## src/rtl/g_function_inv.sv

```systemverilog
// ---------------------------------------------------------------------------
// g_function_inv
//
// Purpose:
//   Pipelined inverse of the BLAKE2s/BLAKE3 G mixing function. Given a
//   post-mix state (A',B',C',D') and the same message words X, Y that the
//   forward G consumed, it recovers the pre-mix state (A,B,C,D). The forward
//   quarter-round is unwound in four registered steps, one per pipeline stage.
//
// Ports:
//   Clk      in   clock, all state updates on the rising edge
//   Rst_n    in   asynchronous active-low reset
//   Valid_I  in   input state valid
//   Ready_O  out  block can accept an input this cycle
//   A_I..D_I in   post-mix words A', B', C', D'
//   X_I      in   first message word
//   Y_I      in   second message word
//   Valid_O  out  recovered state valid
//   Ready_I  in   downstream accepts the output
//   A_O..D_O out  recovered words A, B, C, D
// ---------------------------------------------------------------------------
module g_function_inv (
    input  logic        Clk,
    input  logic        Rst_n,
    input  logic        Valid_I,
    output logic        Ready_O,
    input  logic [31:0] A_I,
    input  logic [31:0] B_I,
    input  logic [31:0] C_I,
    input  logic [31:0] D_I,
    input  logic [31:0] X_I,
    input  logic [31:0] Y_I,
    output logic        Valid_O,
    input  logic        Ready_I,
    output logic [31:0] A_O,
    output logic [31:0] B_O,
    output logic [31:0] C_O,
    output logic [31:0] D_O
);

    localparam int LATENCY = 4;
    localparam int WORD_W  = 32;

    // Stage 1 state
    logic [WORD_W-1:0] s1B1_q, s1C1_q, s1A_q, s1D_q, s1X_q, s1Y_q;
    logic [WORD_W-1:0] s1B1_d, s1C1_d;
    // Stage 2 state
    logic [WORD_W-1:0] s2D1_q, s2A1_q, s2B1_q, s2C1_q, s2X_q;
    logic [WORD_W-1:0] s2D1_d, s2A1_d;
    // Stage 3 state
    logic [WORD_W-1:0] s3B0_q, s3C0_q, s3A1_q, s3D1_q, s3X_q;
    logic [WORD_W-1:0] s3B0_d, s3C0_d;
    // Stage 4 (output) state
    logic [WORD_W-1:0] s4A0_q, s4B0_q, s4C0_q, s4D0_q;
    logic [WORD_W-1:0] s4A0_d, s4D0_d;

    logic [LATENCY-1:0] valid_q;
    logic [LATENCY-1:0] valid_d;
    logic               adv;

    // One global advance signal: the whole pipe moves or the whole pipe
    // holds, so bubbles are kept rather than collapsed. This keeps the
    // ready path a single gate deep at the cost of some stall efficiency.
    assign adv     = !valid_q[LATENCY-1] || Ready_I;
    assign Ready_O = adv;

    // Each step undoes one half of the forward quarter-round in reverse
    // order; the rotate-lefts invert the forward rotate-rights 7/8/12/16.
    always_comb begin
        s1B1_d  = {B_I[24:0], B_I[31:25]} ^ C_I;
        s1C1_d  = C_I - D_I;

        s2D1_d  = {s1D_q[23:0], s1D_q[31:24]} ^ s1A_q;
        s2A1_d  = s1A_q - s1B1_q - s1Y_q;

        s3B0_d  = {s2B1_q[19:0], s2B1_q[31:20]} ^ s2C1_q;
        s3C0_d  = s2C1_q - s2D1_q;

        s4D0_d  = {s3D1_q[15:0], s3D1_q[31:16]} ^ s3A1_q;
        s4A0_d  = s3A1_q - s3B0_q - s3X_q;

        valid_d = {valid_q[LATENCY-2:0], Valid_I};
    end

    // Data registers load whenever the pipe advances, independent of the
    // valid bits; only the valid bits decide what the outside world sees.
    always_ff @(posedge Clk or negedge Rst_n) begin
        if (!Rst_n) begin
            valid_q <= '0;
            s1B1_q  <= '0;
            s1C1_q  <= '0;
            s1A_q   <= '0;
            s1D_q   <= '0;
            s1X_q   <= '0;
            s1Y_q   <= '0;
            s2D1_q  <= '0;
            s2A1_q  <= '0;
            s2B1_q  <= '0;
            s2C1_q  <= '0;
            s2X_q   <= '0;
            s3B0_q  <= '0;
            s3C0_q  <= '0;
            s3A1_q  <= '0;
            s3D1_q  <= '0;
            s3X_q   <= '0;
            s4A0_q  <= '0;
            s4B0_q  <= '0;
            s4C0_q  <= '0;
            s4D0_q  <= '0;
        end else if (adv) begin
            valid_q <= valid_d;

            s1B1_q  <= s1B1_d;
            s1C1_q  <= s1C1_d;
            s1A_q   <= A_I;
            s1D_q   <= D_I;
            s1X_q   <= X_I;
            s1Y_q   <= Y_I;

            s2D1_q  <= s2D1_d;
            s2A1_q  <= s2A1_d;
            s2B1_q  <= s1B1_q;
            s2C1_q  <= s1C1_q;
            s2X_q   <= s1X_q;

            s3B0_q  <= s3B0_d;
            s3C0_q  <= s3C0_d;
            s3A1_q  <= s2A1_q;
            s3D1_q  <= s2D1_q;
            s3X_q   <= s2X_q;

            s4A0_q  <= s4A0_d;
            s4B0_q  <= s3B0_q;
            s4C0_q  <= s3C0_q;
            s4D0_q  <= s4D0_d;
        end
    end

    assign Valid_O = valid_q[LATENCY-1];
    assign A_O     = s4A0_q;
    assign B_O     = s4B0_q;
    assign C_O     = s4C0_q;
    assign D_O     = s4D0_q;

endmodule
```

## config.mk

```make
export PLATFORM = sky130hd
export DESIGN_NAME = g_function_inv
export DESIGN_NICKNAME = d
export VERILOG_FILES = /design/src/rtl/g_function_inv.sv
export SDC_FILE = /design/constraint.sdc
export NUM_CORES = 2
export LEC_CHECK = 0
export CORE_UTILIZATION = 40
export CTS_CLUSTER_DIAMETER = 30
export DETAILED_ROUTE_END_ITERATION = 10
export GPL_TIMING_DRIVEN = 0
export PLACE_DENSITY_LB_ADDON = 0.3
export REMOVE_ABC_BUFFERS = 1
export SLEW_MARGIN = 10
export SYNTH_ARGS = -nofsm -noshare
export SYNTH_HDL_FRONTEND = slang
export SYNTH_SLANG_ARGS = --single-unit
```

## constraint.sdc

```tcl
create_clock -name Clk -period 2.9 [get_ports Clk]
set_input_delay 0.58 -clock Clk [delete_from_list [all_inputs] [get_ports Clk]]
set_output_delay 0.58 -clock Clk [all_outputs]
set_load 0.03 [all_outputs]
```

**Yosys cells after proc, flatten, opt, wreduce, memory -nomap -nowiden**

Index checks and enable logic that the tools add are counted.

- Add/subtract/negate cells: 6
- Bitwise gates (word level): 4
- Reductions and logical operators: 2

Operators with widths:

| cell | count |
|---|---|
| subtractor 32 bit | 6 |
| bitwise XOR 32 bit | 4 |
| logical NOT 1 bit | 1 |
| logical OR 1 bit | 1 |

- Register bits after elaboration: 644
- Input bits: 196
- Output and inout port bits: 130
- Logic and storage cells: 33

**Depth between registers and ports, before layout**

- Depth after elaboration: 2
- Gate-level depth with buffers: 14
- Depth with buffers taken out: 14

**Worst setup path after synthesis**

No wires, ideal clock.

- Path kind: register -> register
- Start: register s3A1_q[7]
- End: register s4A0_q[17], in the netlist A_O[17]
- Library setup time: 0.137 ns
- Data arrival time: 2.933 ns
- Data required time: 2.763 ns
- Path slack: -0.170 ns
- Cell stages (with the launch flop): 13
- Clock period less this slack: 3.070 ns
- Cells stage by stage: dfrtp_1 fa_1 ha_1 a21o_1 a21oi_2 o22ai_1 or3_1 or2_1 a31oi_1 o21ai_1 a21oi_1 xor2_1 a21oi_1

- Cells in the longest elaborated chain, start to end: 2

Ends and longest elaborated chain:

| what | RTL line | text |
|---|---|---|
| start: declaration | 51 | `logic [WORD_W-1:0] s3B0_q, s3C0_q, s3A1_q, s3D1_q, s3X_q;` |
| start signal: assignment | 128 | `s3A1_q <= s2A1_q;` |
| subtractor 32 bit (2 in a row) | 80 | `s4A0_d = s3A1_q - s3B0_q - s3X_q;` |
| end signal: assignment | 106 | `s4A0_q <= '0;` |
| end signal: assignment | 132 | `s4A0_q <= s4A0_d;` |
| end: declaration | 54 | `logic [WORD_W-1:0] s4A0_q, s4B0_q, s4C0_q, s4D0_q;` |

Every way passes these cells.
A chain may end at the register's enable or synchronous reset.

**Worst setup path after layout**

- Start: register s1A_q[15]
- End: register s2A1_q[28]

- Cells in the longest elaborated chain, start to end: 2

Ends and longest elaborated chain:

| what | RTL line | text |
|---|---|---|
| start: declaration | 45 | `logic [WORD_W-1:0] s1B1_q, s1C1_q, s1A_q, s1D_q, s1X_q, s1Y_q;` |
| start signal: assignment | 92 | `s1A_q <= '0;` |
| start signal: assignment | 115 | `s1A_q <= A_I;` |
| subtractor 32 bit (2 in a row) | 74 | `s2A1_d = s1A_q - s1B1_q - s1Y_q;` |
| end signal: assignment | 97 | `s2A1_q <= '0;` |
| end signal: assignment | 121 | `s2A1_q <= s2A1_d;` |
| end: declaration | 48 | `logic [WORD_W-1:0] s2D1_q, s2A1_q, s2B1_q, s2C1_q, s2X_q;` |

Every way passes these cells.

==> flow_metrics.env <==
export IMPL_synth_area_leaders="dfrtp_1 50%, nand2_1 12%, o21ai_0 6.2%"
export IMPL_grt_usage=0.242
export IMPL_syn_instance_count=3537
export IMPL_yosys_register_bits=644
export IMPL_antenna_found_initial=0
export IMPL_violations="setup timing"
export IMPL_cts_sinks=644
export IMPL_rows=103
export IMPL_first_pass_iters=5
export IMPL_layout_drive_gt1_share=0.157
export IMPL_finalWirelength_um=99700
export IMPL_max_clock_freq_mhz=306
export IMPL_critPathLaunchType="flop"
export IMPL_io_buffers=325
export IMPL_viasPerCell=5.01
export IMPL_synth_top_cell_area_share=0.499
export IMPL_synthSimpleGateAreaFrac=0.159
export IMPL_die_area_um2=81900
export IMPL_htreeDepth=4
export IMPL_yosysMostFrequentCell="nand2_1"
export IMPL_final_hold_violation_count=0
export IMPL_synth_top_family_by_area="simple AND/OR/NAND/NOR gates"
export IMPL_synth_cell_area_um2=32300
export IMPL_start_util=0.407
export IMPL_cp_end_kind="flop"
export IMPL_clkTransAtPathRegs_ns=0.05
export IMPL_synth_edff_count=0
export IMPL_synth_fa_ha_area_frac=0.0893
export IMPL_multi_input_area_um2=16100
export IMPL_clk_path_buf_depth=3
export IMPL_dp_slack_ns=-1.31
export IMPL_syn_area_per_cell_um2=9.13
export IMPL_grt_max_degree=130
export IMPL_status="finished, violations left"
export IMPL_rsz0062_at_grt="true"
export IMPL_crit_required_ns=3.49
export IMPL_cts_tree="built"
export IMPL_fill_cells=7028
export IMPL_yosys_warnings=0
export IMPL_fin_nets=4374
export IMPL_min_period_ns=3.27
export IMPL_drtIter0Drc=1830
export IMPL_cap_viol_max_count=0
export IMPL_clockRootBuffer="clkbuf_16"
export IMPL_synth_common_cells="1032 x nand2_1, 644 x dfrtp_1, 401 x o21ai_0"
export IMPL_io_pins=326
export IMPL_synth_compound_gate_area_share=0.141
export IMPL_gp_congestion=0.871
export IMPL_die_y_um=286
export IMPL_min_path_type="in -> reg"
export IMPL_syn2layout_area_growth_pct=37.5
export IMPL_wire_per_inst_um=19.3
export IMPL_worst_pin_slew_ns=0.651
export IMPL_cp_arrival_ns=3.86
export IMPL_clk_latency_ns=0.73
export IMPL_num_vias=25800
export IMPL_synthXorXnorAreaFrac=0.0662
export IMPL_worst_slack_ns=-0.369
export IMPL_synth_seq_area_share=0.499
export IMPL_synth_async_reset_ratio=1.00
export IMPL_grt_pass1_wl_um=150000
export IMPL_finalMaxSlewViolations=0
export IMPL_slew_limit_headroom=0.561
export IMPL_path_class="reg -> reg"
export IMPL_muxShareOfSynthArea=0.00101
export IMPL_yosysTopAreaCell="dfrtp_1"
export IMPL_dominantRegCellSynth="dfrtp_1"
export IMPL_drc=0
export IMPL_numCtsBuffers=147
export IMPL_synth_cell_type_count=76
export IMPL_area_sequential_um2=16100
export IMPL_dieWidth_um=286
export IMPL_dp_hpwl_um=71800
export IMPL_critPathMaxFanout=8
export IMPL_grt_pass1_vias=25500
export IMPL_finalClockSkew_ns=0.0379
export IMPL_overflow=0
export IMPL_coreArea_um2=79400
export IMPL_setup_viol=30
export IMPL_period_share=1.13
export IMPL_ant_nets=0
[stage by stage]
stage	area (um2)	TNS [ns]	util	cells	hold slack, ns
global route	44400	-9.45	0.559	5153	0.263
global placement	36200	-	0.456	4744	0.444
finish	44400	-5.84	0.559	5154	0.268
floorplan	31700	-	-	3369	0.284
CTS	43700	-4.78	0.550	5121	0.314
detailed placement	36900	-190.40	0.465	4772	0.455
[layer usage]
metal,GRT usage,share of wire
met3,0.0421,0.048
met2,0.388,0.47
met4,0.107,0.043
met1,0.322,0.43
met5,0,0
[what timing repair did]
item                                    CTS  global route
gates cloned                              2             3
hold buffers                              1             0
buffers inserted                         80            33
gates resized for setup                 222            95
pin swaps                               124            71
endpoints found under the setup margin   98            62
endpoints found under the hold margin    71             0
[final timing paths]
path	start	to	slack (ns)	cells after the start
setup / recovery	s1A_q[15]	s2A1_q[28]	-0.37	11
hold / removal	C_I[0]	s1B1_q[0]	0.27	4
setup reg to reg	s1A_q[15]	s2A1_q[28]	-0.37	11
hold reg to reg	valid_q[0]	valid_q[0]	0.46	2
max in group asynchronous	Rst_n	A_O[29]	0.67	5
min in group asynchronous	Rst_n	s1D_q[26]	0.42	2
[placed cells by master, fill, tap and decap left out, types with 20 or more instances in the layout]
cell type,n
a21o_1,70
xor2_1,128
clkbuf_8,20
fa_1,57
nand3_1,24
o21ai_0,380
a21oi_1,153
inv_1,178
clkinv_2,26
o21a_1,22
a21oi_2,23
ha_1,89
dfrtp_1,627
inv_2,39
nand2_1,1030
ha_4,32
clkdlybuf4s50_1,318
nor2_1,115
buf_4,98
clkbuf_16,150
xnor2_1,92
[area by class of cell]
| cell class | count | share of cell area |
|---|---|---|
| Clock buffer | 182 | 0.0913 |
| Timing Repair Buffer | 465 | 0.109 |
| Sequential cell | 644 | 0.364 |
| Inverter | 218 | 0.0190 |
| Multi-Input combinational cell | 2508 | 0.362 |
| Timing Repair inverter | 2 | 0.000507 |
| Antenna cell | 1 | 0.0000564 |
| Tap cell | 1050 | 0.0296 |
| Clock inverter | 84 | 0.0244 |
[cells by family after synthesis]
group | Yosys count
and+or+nand+nor | 1279
AOI/OAI and AO/OA | 789
DFF | 644
buffers and inverters | 386
xor gates and xnor gates | 244
adders and majority gates | 192
muxes | 3
[critical path, stage by stage, from the launching register on]
cell and delay [ns]:
dfrtp_2 0.44, fa_1 0.53, ha_2 0.33, a211o_1 0.28, a21oi_2 0.13, o21ai_1 0.10
a31o_1 0.27, a221oi_4 0.33, o21ai_1 0.10, a21o_1 0.23, nor3b_2 0.18, o41ai_2 0.21
Power is not shown: default switching activity piles up to over one toggle a cycle in this logic, so the estimate is an artifact.
